File: src/rtl/seq_mult_pkg.sv
// Shared definitions for the seq_mult16 iterative multiplier: default operand
// width, iteration-counter width, FSM state encoding and the magnitude/negate
// helpers used on the operand and product paths.
package seq_mult_pkg;

    localparam int MULT_W = 16;
    localparam int CNT_W  = $clog2(MULT_W);

    typedef enum logic [1:0] {
        S_IDLE,
        S_RUN,
        S_FIX,
        S_DONE
    } state_e;

    // Magnitude of a two's-complement operand. The most negative value maps to
    // itself, which is the correct magnitude when read as unsigned.
    function automatic logic [MULT_W-1:0] abs_w(input logic [MULT_W-1:0] x);
        return x[MULT_W-1] ? ('0 - x) : x;
    endfunction

    // Two's-complement negation of a double-width product.
    function automatic logic [2*MULT_W-1:0] negate_2w(input logic [2*MULT_W-1:0] x);
        return '0 - x;
    endfunction

endpackage

File: src/rtl/mult_add_stage.sv
// Partial-product adder for seq_mult16: WIDTH + WIDTH -> WIDTH+1 with the
// carry kept. Purely combinational so it can be swapped for the CLA stage.
module mult_add_stage #(
    parameter int WIDTH = 16
) (
    input  logic [WIDTH-1:0] a_i,
    input  logic [WIDTH-1:0] b_i,
    output logic [WIDTH:0]   sum_o
);

    assign sum_o = {1'b0, a_i} + {1'b0, b_i};

endmodule

File: src/rtl/seq_mult16.sv
// seq_mult16: iterative shift-and-add multiplier, one partial-product add per
// cycle, signed/unsigned operands, double-width product plus overflow flag,
// ready/valid on both sides.
// Optional feature macro: SEQ_MULT_EARLY_TERM_EN -- leave RUN as soon as the
// unconsumed multiplier bits are all zero, shifting the accumulator by the
// skipped count so the product is unchanged.
module seq_mult16
    import seq_mult_pkg::*;
#(
    parameter int WIDTH = MULT_W
) (
    input  logic               clk,
    input  logic               rst,
    input  logic               in_valid,
    output logic               in_ready,
    input  logic [WIDTH-1:0]   a,
    input  logic [WIDTH-1:0]   b,
    input  logic               sign,
    output logic               out_valid,
    input  logic               out_ready,
    output logic [2*WIDTH-1:0] product,
    output logic               ovflow,
    output logic               busy
);

    state_e               state_q,   state_d;
    logic [CNT_W-1:0]     cnt_q,     cnt_d;
    logic [WIDTH-1:0]     mcand_q,   mcand_d;
    logic [WIDTH-1:0]     mplier_q,  mplier_d;
    logic [WIDTH-1:0]     acc_hi_q,  acc_hi_d;
    logic                 neg_q,     neg_d;
    logic                 sgn_q,     sgn_d;
    logic [2*WIDTH-1:0]   product_q, product_d;
    logic                 ovflow_q,  ovflow_d;

    // Datapath for one RUN iteration: conditional add, then a 1-bit right
    // shift of {carry, acc_hi, mplier}. Product low bits fill mplier from the top.
    logic [WIDTH-1:0]     addend;
    logic [WIDTH:0]       sum;
    logic [WIDTH-1:0]     acc_shift;
    logic [WIDTH-1:0]     mplier_shift;
    logic [2*WIDTH-1:0]   run_next;
    logic                 run_exit;

    assign addend = mplier_q[0] ? mcand_q : '0;

    mult_add_stage #(
        .WIDTH (WIDTH)
    ) u_add (
        .a_i   (acc_hi_q),
        .b_i   (addend),
        .sum_o (sum)
    );

    assign acc_shift    = sum[WIDTH:1];
    assign mplier_shift = {sum[0], mplier_q[WIDTH-1:1]};

`ifdef SEQ_MULT_EARLY_TERM_EN
    // After iteration cnt_q, the low WIDTH-1-cnt_q bits of mplier_shift are the
    // multiplier bits not yet consumed. If they are all zero, every remaining
    // iteration is a pure shift, so apply all of them at once.
    logic [WIDTH-1:0]     live_mask;
    logic [CNT_W-1:0]     skip;

    assign live_mask = {WIDTH{1'b1}} >> cnt_q >> 1;
    assign skip      = CNT_W'(WIDTH-1) - cnt_q;
    assign run_exit  = ~|(mplier_shift & live_mask);
    assign run_next  = {acc_shift, mplier_shift} >> skip;
`else
    assign run_exit  = (cnt_q == CNT_W'(WIDTH-1));
    assign run_next  = {acc_shift, mplier_shift};
`endif

    // Sign fix-up and overflow evaluation applied in FIX.
    logic [2*WIDTH-1:0]   fix_product;
    logic                 fix_ovflow;

    assign fix_product = neg_q ? negate_2w({acc_hi_q, mplier_q}) : {acc_hi_q, mplier_q};
    assign fix_ovflow  = sgn_q ? (fix_product[2*WIDTH-1:WIDTH] != {WIDTH{fix_product[WIDTH-1]}})
                               : (|fix_product[2*WIDTH-1:WIDTH]);

    // Next-state and datapath update for the IDLE -> RUN -> FIX -> DONE sequence.
    always_comb begin
        // NOTE: every variable gets a default before the case so no path leaves it unassigned (no latch).
        state_d   = state_q;
        cnt_d     = cnt_q;
        mcand_d   = mcand_q;
        mplier_d  = mplier_q;
        acc_hi_d  = acc_hi_q;
        neg_d     = neg_q;
        sgn_d     = sgn_q;
        product_d = product_q;
        ovflow_d  = ovflow_q;

        unique case (state_q)
            S_IDLE: begin
                if (in_valid) begin
                    mcand_d  = sign ? abs_w(a) : a;
                    mplier_d = sign ? abs_w(b) : b;
                    neg_d    = sign & (a[WIDTH-1] ^ b[WIDTH-1]);
                    sgn_d    = sign;
                    acc_hi_d = '0;
                    cnt_d    = '0;
                    state_d  = S_RUN;
                end
            end
            S_RUN: begin
                {acc_hi_d, mplier_d} = run_next;
                cnt_d                = cnt_q + 1'b1;
                if (run_exit) begin
                    state_d = S_FIX;
                end
            end
            S_FIX: begin
                product_d = fix_product;
                ovflow_d  = fix_ovflow;
                state_d   = S_DONE;
            end
            S_DONE: begin
                if (out_ready) begin
                    state_d = S_IDLE;
                end
            end
            default: begin
                state_d = S_IDLE;
            end
        endcase
    end

    // State and datapath registers with synchronous reset.
    always_ff @(posedge clk) begin
        // NOTE: non-blocking assignments so every register samples pre-edge values.
        if (rst) begin
            state_q   <= S_IDLE;
            cnt_q     <= '0;
            mcand_q   <= '0;
            mplier_q  <= '0;
            acc_hi_q  <= '0;
            neg_q     <= 1'b0;
            sgn_q     <= 1'b0;
            product_q <= '0;
            ovflow_q  <= 1'b0;
        end else begin
            state_q   <= state_d;
            cnt_q     <= cnt_d;
            mcand_q   <= mcand_d;
            mplier_q  <= mplier_d;
            acc_hi_q  <= acc_hi_d;
            neg_q     <= neg_d;
            sgn_q     <= sgn_d;
            product_q <= product_d;
            ovflow_q  <= ovflow_d;
        end
    end

    assign in_ready  = (state_q == S_IDLE);
    assign out_valid = (state_q == S_DONE);
    assign busy      = (state_q != S_IDLE);
    assign product   = product_q;
    assign ovflow    = ovflow_q;

endmodule
File: config.mk
export PLATFORM = sky130hd
export DESIGN_NAME = seq_mult16
export DESIGN_NICKNAME = d
export VERILOG_FILES = /design/src/rtl/seq_mult_pkg.sv /design/src/rtl/mult_add_stage.sv /design/src/rtl/seq_mult16.sv
export SDC_FILE = /design/constraint.sdc
export NUM_CORES = 1
export LEC_CHECK = 0
export ABC_AREA = 1
export CAP_MARGIN = 20
export CORE_AREA = 2 2 113 142
export DETAILED_ROUTE_END_ITERATION = 16
export DIE_AREA = 0 0 115 144
export GPL_ROUTABILITY_DRIVEN = 0
export GPL_TIMING_DRIVEN = 0
export PLACE_DENSITY = 0.58
export SLEW_MARGIN = 10
export SYNTH_ARGS = -nofsm -noshare
export SYNTH_HDL_FRONTEND = slang
export SYNTH_SLANG_ARGS = --single-unit
File: constraint.sdc
create_clock -name clk -period 3.1 [get_ports clk]
set_input_delay 0.775 -clock clk [delete_from_list [all_inputs] [get_ports clk]]
set_output_delay 0.775 -clock clk [all_outputs]
set_load 0.05 [all_outputs]
==> flow_summary.json <==
{
  "status": "completed",
  "syn_inst": 943,
  "synth-compound-area-share": 0.204,
  "worst-setup-path-type": "flop to primary output",
  "cts_tree": "done",
  "post-cts-setup-buffers": 0,
  "placed_cells": 1199,
  "grt_pass1_wl_um": 29000,
  "grt_max_degree": 18,
  "hold_viol": 0,
  "initial_core_util": 0.388,
  "fillers": 1664,
  "synth_top_area_cell": "dfxtp_1",
  "netlist.area_leader.share": 0.300,
  "synth_xor_area_frac": 0.0503,
  "dieArea_mm2": 0.0166,
  "synthTopCellsByCount": "230 x nand2_1, 123 x nor2_1, 111 x inv_1",
  "ff2ff_path_depth": 16,
  "min_to": "mcand_q[15]$_SDFFE_PP0P_",
  "cts_resized": 0,
  "drtAntennaViolNets": 0,
  "wl_per_cell_um": 14.7,
  "ir_drop_mv": 0.354,
  "cts_root_buffer": "clkbuf_16",
  "grt_use_total": 0.224,
  "fin_cells": 1214,
  "clk_pin_slew_ns": 0.06,
  "vias": 6140,
  "post-route-drc-count": 0,
  "power.leakage_uw": 0.00334,
  "cts_hold_buf": 0,
  "drv_slew": 0,
  "clk_latency_ns": 0.35,
  "yosysWarnings": 0,
  "numClockSinks": 89,
  "antenna_found_initial": 0,
  "timing.hold.ws_ns": 0.470,
  "yosysSeqAreaShare": 0.300,
  "worst-path-max-fanout": 4,
  "cts_buffer_depth": 2,
  "finClkSkew_ns": 0.0114,
  "synth_top_family_by_area": "simple AND/OR/NAND/NOR gates",
  "synthFlopType": "dfxtp_1",
  "worst_pin_slew_ns": 0.750,
  "fmax_ghz": 0.362,
  "syn_avg_cell_area_um2": 6.30,
  "dp_hpwl_um": 14300,
  "setup_viol": 0,
  "ys_ff_latch": 89,
  "htree_levels": 3,
  "fin_crit_sh": 0.890,
  "synthAdderAreaFrac": 0.0539,
  "post_synth_and_or_nand_nor_area_fraction": 0.296,
  "r2r-end": "acc_hi_q[15]$_SDFFE_PP0P_",
  "antennaDiodeCount": 0,
  "synth.most_common_cell": "nand2_1",
  "fin_crit_ns": 2.76,
  "crit_required_ns": 2.32,
  "place_ws_ns": 0.187,
  "cap_viol_max_count": 0,
  "syn_nets": 1005,
  "wl_um": 17800,
  "grt_pass1_vias": 5819,
  "dr.first_iter.drc_count": 353,
  "holdPathStages": 2,
  "rsz0062_at_grt": "false",
  "placement.io_buffers": 71,
  "die_h_um": 144,
  "yosys-top-cells-area": "dfxtp_1 30%, nand2_1 15%, nor2_1 7.8%",
  "ys_types": 40,
  "end_kind": "primary output",
  "startpoint_type": "flop",
  "async_reset_ff_frac": 0,
  "core_mm2": 0.0153,
  "worstHoldStart": "mcand_q[15]$_SDFFE_PP0P_",
  "power_uw": 6070,
  "io_pins": 73,
  "synth_edf_count": 0,
  "syn_to_final_growth_pct": 21.0,
  "nets": 1086,
  "syn_area_mm2": 0.00594,
  "synthMuxAreaShare": 0,
  "r2r_start": "mplier_q[0]$_SDFFE_PP0P_",
  "vias_per_cell": 5.06,
  "relSlewSlack": 0.497,
  "hp-class": "flop to flop",
  "setup_ws_ns": 0.341,
  "drt_pass1_iterations": 5,
  "die_w_um": 115,
  "tns_ns": 0,
  "numCtsBuffers": 9,
  "final_layout_size_suffix_gt1_frac": 0.0379,
  "overflow": 0,
  "cp.arrival_ns": 1.98,
  "r2r_slack_ns": 0.64,
  "p_per_area_mw_per_mm2": 844,
  "placementRows": 51
}
==> worst max-delay path by stage <==
stage | cells past startpoint | to | slack [ns] | start
2_1_floorplan | 17 | acc_hi_q[15]$_SDFFE_PP0P_ | 0.75 | mplier_q[0]$_SDFFE_PP0P_
3_3_place_gp | 8 | acc_hi_q[10]$_SDFFE_PP0P_ | 0.23 | in_valid
3_5_place_dp | 8 | acc_hi_q[10]$_SDFFE_PP0P_ | 0.19 | in_valid
4_1_cts | 17 | acc_hi_q[15]$_SDFFE_PP0P_ | 0.29 | mplier_q[0]$_SDFFE_PP0P_
5_1_grt | 4 | busy | 0.27 | state_q[1]$_SDFFE_PP0P_
6_report | 4 | busy | 0.34 | state_q[0]$_SDFFE_PP0P_
==> kinds of logic after synthesis <==
logic type / Yosys count
AND/OR/NAND/NOR: 430
AO/OA/AOI/OAI: 219
buffers and inverters: 148
flip-flops: 89
XOR/XNOR: 32
adder cells (fa/ha/maj): 25
==> state kept, by name (all words and copies together) (netlist names) <==
| register | flops |
|---|---|
| state_q | 2 |
| mplier_q | 16 |
| product | 32 |
| cnt_q | 4 |
| mcand_q | 16 |
| acc_hi_q | 16 |
| sgn_q | 1 |
| neg_q | 1 |
| ovflow | 1 |
==> layer usage <==
| layer | up-vias | share of wire | global-route usage |
|---|---|---|---|
| met5 | - | 0 | 0 |
| met4 | 0 | 0.028 | 0.0831 |
| met3 | 34 | 0.036 | 0.0314 |
| met2 | 121 | 0.50 | 0.404 |
| met1 | 2739 | 0.44 | 0.269 |
| li1 | 3246 | - | - |
==> worst max-delay path, cell delays in order, from the launching register on <==
cell             delay [ns]
dfxtp_1                0.38
inv_1                  0.08
ha_1                   0.24
inv_1                  0.13
clkdlybuf4s50_1        0.82
==> placed cells by master, fill, tap and decap left out, drive strengths merged, types with 2 or more instances in the layout <==
| cell type | netlist | layout |
|---|---|---|
| nand3 | 40 | 40 |
| nor2 | 129 | 129 |
| dfxtp | 89 | 89 |
| clkdlybuf4s50 | 0 | 71 |
| nand4 | 7 | 7 |
| xor2 | 25 | 25 |
| a211oi | 2 | 2 |
| o21ai | 83 | 83 |
| inv | 111 | 115 |
| xnor2 | 7 | 7 |
| o221ai | 8 | 8 |
| clkbuf | 26 | 34 |
| nand2 | 235 | 235 |
| or2 | 3 | 3 |
| o31ai | 3 | 3 |
| nand3b | 3 | 3 |
| a31oi | 5 | 5 |
| o22ai | 2 | 2 |
| a21oi | 92 | 92 |
| o211ai | 20 | 20 |
| buf | 9 | 9 |
| ha | 24 | 24 |
| nor3 | 12 | 12 |
| clkinv | 2 | 3 |
==> stage by stage <==
step                       util  area, um2
final                     0.470       7190
after global routing      0.470       7190
after CTS                 0.470       7200
after detailed placement  0.450       6890
after global placement    0.450       6890
after floorplan               -       5940
==> area by class of cell <==
class	instances	area, um2	share of cell area
inverter	113	425	0.0592
buffer	34	139	0.0193
clock inverter	7	83.8	0.0117
multi-input combinational	706	3590	0.500
sequential	89	1780	0.248
tap	185	231	0.0322
clock buffer	9	225	0.0313
timing repair buffer	71	711	0.0988
==> power breakdown <==
group / internal (uW) / total (uW) / switching [uW]
sequential: 1440 / 1690 / 247
clock: 641 / 1150 / 510
combinational: 1030 / 3230 / 2200
total: 3110 / 6070 / 2960
No activity file was read; power rests on OpenSTA's default activity.
